--- config.mk ---
export PLATFORM = sky130hd
export DESIGN_NAME = controller_nios2_qsys_0_oci_trace_monitor
export DESIGN_NICKNAME = d
export VERILOG_FILES = /design/src/rtl/controller_nios2_qsys_0_oci_trace_monitor.sv
export SDC_FILE = /design/constraint.sdc
export NUM_CORES = 1
export LEC_CHECK = 0
export ABC_AREA = 0
export CAP_MARGIN = 20
export CORE_MARGIN = 1
export CORE_UTILIZATION = 39
export CTS_CLUSTER_DIAMETER = 80
export CTS_CLUSTER_SIZE = 20
export DETAILED_ROUTE_END_ITERATION = 6
export SLEW_MARGIN = 20
export SYNTH_ARGS = -nofsm -noshare
export SYNTH_HDL_FRONTEND = slang
export SYNTH_SLANG_ARGS = --single-unit
export TNS_END_PERCENT = 20
--- constraint.sdc ---
create_clock -name clk -period 5.4 [get_ports clk]
set_input_delay 1.08 -clock clk [delete_from_list [all_inputs] [get_ports clk]]
set_output_delay 1.08 -clock clk [all_outputs]
set_load 0.01 [all_outputs]
--- src/rtl/controller_nios2_qsys_0_oci_trace_monitor.sv ---
// controller_nios2_qsys_0_oci_trace_monitor
// Captures trace words whenever dct_count changes, buffers them in a show-ahead
// FIFO, and walks CAPTURE -> DRAIN -> DONE as the test winds down.
// Build option: define OCI_TRACE_OVERWRITE_EN to overwrite the oldest entry on a
// full push; by default the incoming word is dropped instead.
module controller_nios2_qsys_0_oci_trace_monitor #(
   parameter int DATA_W = 30,
   parameter int CNT_W  = 4,
   parameter int DEPTH  = 16,
   localparam int ADDR_W = $clog2(DEPTH)
) (
   input  logic              clk,
   input  logic              reset_n,
   input  logic [DATA_W-1:0] dct_buffer,
   input  logic [CNT_W-1:0]  dct_count,
   input  logic              test_ending,
   input  logic              test_has_ended,
   input  logic              rd_ready,
   output logic              rd_valid,
   output logic [DATA_W-1:0] rd_data,
   output logic [ADDR_W:0]   level,
   output logic              overflow,
   output logic [15:0]       drop_count,
   output logic              done
);

   typedef enum logic [1:0] {
      CAPTURE = 2'd0,
      DRAIN   = 2'd1,
      DONE    = 2'd2
   } state_t;

   localparam logic [ADDR_W:0]   LEVEL_FULL = (ADDR_W+1)'(DEPTH);
   localparam logic [ADDR_W:0]   LEVEL_ONE  = (ADDR_W+1)'(1);
   localparam logic [ADDR_W-1:0] PTR_ONE    = ADDR_W'(1);

   state_t            state;
   logic [DATA_W-1:0] mem [DEPTH];
   logic [ADDR_W-1:0] wr_ptr;
   logic [ADDR_W-1:0] rd_ptr;
   logic [CNT_W-1:0]  prev_count;
   logic [ADDR_W:0]   level_nxt;
   logic              full;
   logic              push_req;
   logic              pop;
   logic              full_push;
   logic              wr_en;
   logic              rd_adv;

   // Saturating increment for the lost-word counter
   function automatic logic [15:0] sat_inc16(input logic [15:0] v);
      return (v == 16'hFFFF) ? v : v + 16'd1;
   endfunction

   assign full      = (level == LEVEL_FULL);
   assign rd_valid  = (level != '0);
   assign rd_data   = mem[rd_ptr];
   assign push_req  = (dct_count != prev_count) && (state == CAPTURE);
   assign pop       = rd_valid && rd_ready;
   // A full push with a simultaneous pop has room, so it is not a loss
   assign full_push = push_req && full && !pop;

`ifdef OCI_TRACE_OVERWRITE_EN
   // Overwrite policy: every push writes; a full push evicts the oldest word
   assign wr_en  = push_req;
   assign rd_adv = pop || full_push;
`else
   // Drop policy: a full push without a pop leaves the FIFO untouched
   assign wr_en  = push_req && !full_push;
   assign rd_adv = pop;
`endif

   // Post-update occupancy, also used by the DRAIN exit test
   always_comb begin
      level_nxt = level;
      if (push_req && !pop && !full) begin
         level_nxt = level + LEVEL_ONE;
      end else if (pop && !push_req) begin
         level_nxt = level - LEVEL_ONE;
      end
   end

   // Trace storage: written without reset, contents are don't-care while empty
   always_ff @(posedge clk) begin
      if (wr_en) begin
         mem[wr_ptr] <= dct_buffer;
      end
   end

   // Pointers, occupancy and change detection on dct_count
   always_ff @(posedge clk or negedge reset_n) begin
      if (!reset_n) begin
         wr_ptr     <= '0;
         rd_ptr     <= '0;
         level      <= '0;
         prev_count <= '0;
      end else begin
         prev_count <= dct_count;
         level      <= level_nxt;
         if (wr_en) begin
            wr_ptr <= wr_ptr + PTR_ONE;
         end
         if (rd_adv) begin
            rd_ptr <= rd_ptr + PTR_ONE;
         end
      end
   end

   // Sticky overflow flag and saturating count of lost words
   always_ff @(posedge clk or negedge reset_n) begin
      if (!reset_n) begin
         overflow   <= 1'b0;
         drop_count <= '0;
      end else if (full_push) begin
         overflow   <= 1'b1;
         drop_count <= sat_inc16(drop_count);
      end
   end

   // Capture/drain/done sequencing with a registered done flag
   always_ff @(posedge clk or negedge reset_n) begin
      if (!reset_n) begin
         state <= CAPTURE;
         done  <= 1'b0;
      end else begin
         case (state)
            CAPTURE: begin
               if (test_ending || test_has_ended) begin
                  state <= DRAIN;
               end
            end
            DRAIN: begin
               if ((level_nxt == '0) && test_has_ended) begin
                  state <= DONE;
                  done  <= 1'b1;
               end
            end
            DONE: begin
               done <= 1'b1;
            end
            default: begin
               state <= CAPTURE;
               done  <= 1'b0;
            end
         endcase
      end
   end

endmodule

==> flow_metrics.tcl <==
set metrics [dict create \
    clk_path_buf_depth 3 \
    cts_resized 0 \
    cp.arrival_ps 3410 \
    synth.mux.area_fraction_pct 17.1 \
    rsz0062_at_grt "false" \
    status "completed" \
    hold_path.class "flip-flop to flip-flop" \
    grt_usage_pct 14.7 \
    seqPwrFrac_pct 47.3 \
    cp.depth 4 \
    synth-xor-area-share_pct 1.17 \
    synth_cells 873 \
    n_antenna_cell 0 \
    regArea_um2 15300 \
    endpoint_kind "output port" \
    synth_nets 923 \
    synth-seq-cells 517 \
    gp_congestion 0.721 \
    dp_slack_ps 1300 \
    initial_core_util_pct 39.8 \
    synth_fa_ha_area_share_pct 0.733 \
    drive_gt1_share_pct 23.8 \
    die-height_um 229 \
    reg2reg_slack_ps 2290 \
    synthSimpleGateAreaFrac_pct 2.39 \
    whs_ps 481 \
    power_density_nw_per_um2 495 \
    clk_latency_ps 590 \
    fin_crit_sh_pct 83.1 \
    cts.root.buffer_cell "clkbuf_16" \
    yosys.cell_types.count 57 \
    ys_seq_area_share_pct 76.1 \
    avgSynthCellArea_um2 23.1 \
    rr_startpoint "state[0]" \
    setup.worst_path.class "flip-flop to output port" \
    timing.rr.end "mem[5][13]" \
    rows 82 \
    num_vias 8704 \
    yosysMostFrequentCell "edfxtp_1" \
    place.port_buffers 92 \
    synth_commonest_cells "edfxtp_1, mux4_2, dfrtp_1" \
    timing.fmax_mhz 223 \
    cts_sinks 517 \
    vdd_drop_max_v 0.000287 \
    p_switching_mw 3.29 \
    htree_num_levels 1 \
    cp-endpoint "rd_data[5]" \
    num_io_pins 93 \
    worst_pin_slew_ps 1030 \
    fin_crit_ps 4490 \
    synth-compound-area-share_pct 1.22 \
    p_leak_nw 7.05 \
    grt_pass1_wl_mm 59.1 \
    drt-total-wl_mm 37.9 \
    vias_per_cell 5.29 \
    relSlewSlack_pct 31.1 \
    slew_violations 0 \
    first_pass_iters 4 \
    crit_top_cell "mux4_2" \
    hold_buffers 0 \
    overflow 0 \
    netlist_top_cells_area "edfxtp_1, mux4_2, dfrtp_1" \
    final_net_count 1013 \
    die-area_um2 52600 \
    yosys.area.top_type "edfxtp_1" \
    synth_top_family_by_area "multiplexers" \
    remaining_drc_errors 0 \
    cts_tree "built" \
    fin_setup_tns_ps 0 \
    cp_cell_sequence "buf_4, mux4_2, mux4_2, clkdlybuf4s50_1" \
    grt_start_max_net_pins 54 \
    netlist.area_leader.share_pct 71.6 \
    switching_share_pct 29.3 \
    synth_edf_count 480 \
    multi_input_area_um2 4590 \
    clk_pin_slew_worst_paths_ps 90 \
    finalHoldViolations 0 \
    setup_ws_ps 912 \
    critPathMaxFanout 22 \
    antenna_found_initial 1 \
    ant_nets 0 \
    clkPwrFrac_pct 20.2 \
    synth_area_um2 20100 \
    max_stage_delay_ps 700 \
    maxCapViolCount 0 \
    drt_iter0_markers 780 \
    n_fill_cell 4228 \
    critPathLaunchType "flip-flop" \
    path_buf_inv 2 \
    power_frac_comb_pct 32.5 \
    grt_pass1_vias 9396 \
    worstSetupStartpoint "rd_ptr[0]" \
    core_area_um2 50600 \
    crit_required_ps 4320 \
    wl_per_cell_um 23.0 \
    synthArstFlopShare_pct 7.16 \
    final_area_um2 22700 \
    cts_buffers 30 \
    cts_setup_buffers 0 \
    crit_path_top_delay_cell "dfrtp_4" \
    dp_hpwl_mm 21.9 \
    die_w_um 229 \
    cp_top_family "multiplexers" \
    fin_worst_skew_ps 10.8 \
    reg2reg_depth 8 \
    ys.flop_type "edfxtp_1" \
    ys.warnings.count 0 \
    area_growth_pct 12.5 \
    place_area_um2 21800 \
    p_int_mw 7.93 \
    setup_viol 0 \
]
## cell usage in the layout (no fill, tap or decap), types with 3 or more instances in the layout
master / synthesis / routed
buf_4: 0 / 5
and4_2: 0 / 4
inv_1: 11 / 11
o21ai_0: 4 / 4
xnor2_1: 19 / 19
xor2_1: 8 / 8
dfrtp_1: 37 / 33
mux4_2: 150 / 150
clkbuf_1: 22 / 9
nor2_1: 9 / 9
nand3_1: 5 / 5
clkbuf_16: 0 / 30
nand2_1: 14 / 14
buf_12: 1 / 3
mux2_2: 5 / 5
edfxtp_1: 480 / 480
and2_2: 0 / 12
ha_1: 11 / 11
clkdlybuf4s50_1: 0 / 91
nor3_1: 5 / 5
nand4_1: 9 / 9
## power groups by stage
stage                     clock network, mW  logic [mW]  registers, mW
after floorplan                           0        2.58           5.13
after global placement                    0        3.74           5.38
after detailed placement                  0        3.74           5.40
after CTS                              2.33        3.76           5.32
after global routing                   2.46        3.94           5.37
final                                  2.27        3.65           5.30
## cells by family after synthesis
family                     Yosys count
adders and majority gates           12
DFF                                517
buffers and inverters               53
xor gates and xnor gates            27
AOI/OAI and AO/OA                   29
muxes                              156
and+or+nand+nor                     79
## sequential cells by signal (all words and copies together) (netlist names)
register,flops
done,1
rd_ptr,4
mem,480
overflow,1
prev_count,4
drop_count,16
wr_ptr,4
level,5
state,2
## area by class of cell
class,instances,area share (%)
clock buffer,39,3.46
multi-input combinational,303,20.2
inverter,11,0.182
sequential,517,67.7
timing repair buffer,100,4.47
tap,672,3.71
clock inverter,4,0.204
## worst min-delay path by stage
stage / startpoint / end / slack [ps] / cells after the start
floorplan: state[1] / state[1] / 490 / 1
global placement: overflow / overflow / 460 / 1
detailed placement: overflow / overflow / 460 / 1
CTS: overflow / overflow / 480 / 1
global route: overflow / overflow / 510 / 1
finish: overflow / overflow / 480 / 1
## per-stage QoR
step                      std cells  power [mW]  util (%)
after floorplan                 873        7.71         -
after global placement         1603        9.12      43.2
after detailed placement       1603        9.15      43.2
after CTS                      1646        11.4      44.8
after global routing           1646        11.8      44.8
final                          1646        11.2      44.8
## metal layers
layer  wire length (um)  part of all wire [%]  vias to the layer above  GRT usage [%]
met1              17800                    47                     4697           21.4
met2              18400                    48                      132           23.9
met5                 12                 0.032                        -              0
li1                   -                     -                     3834              -
met3               1150                   3.0                       39           1.83
met4                564                   1.5                        2           3.10
Note: power is estimated with default switching activity, not from simulation.
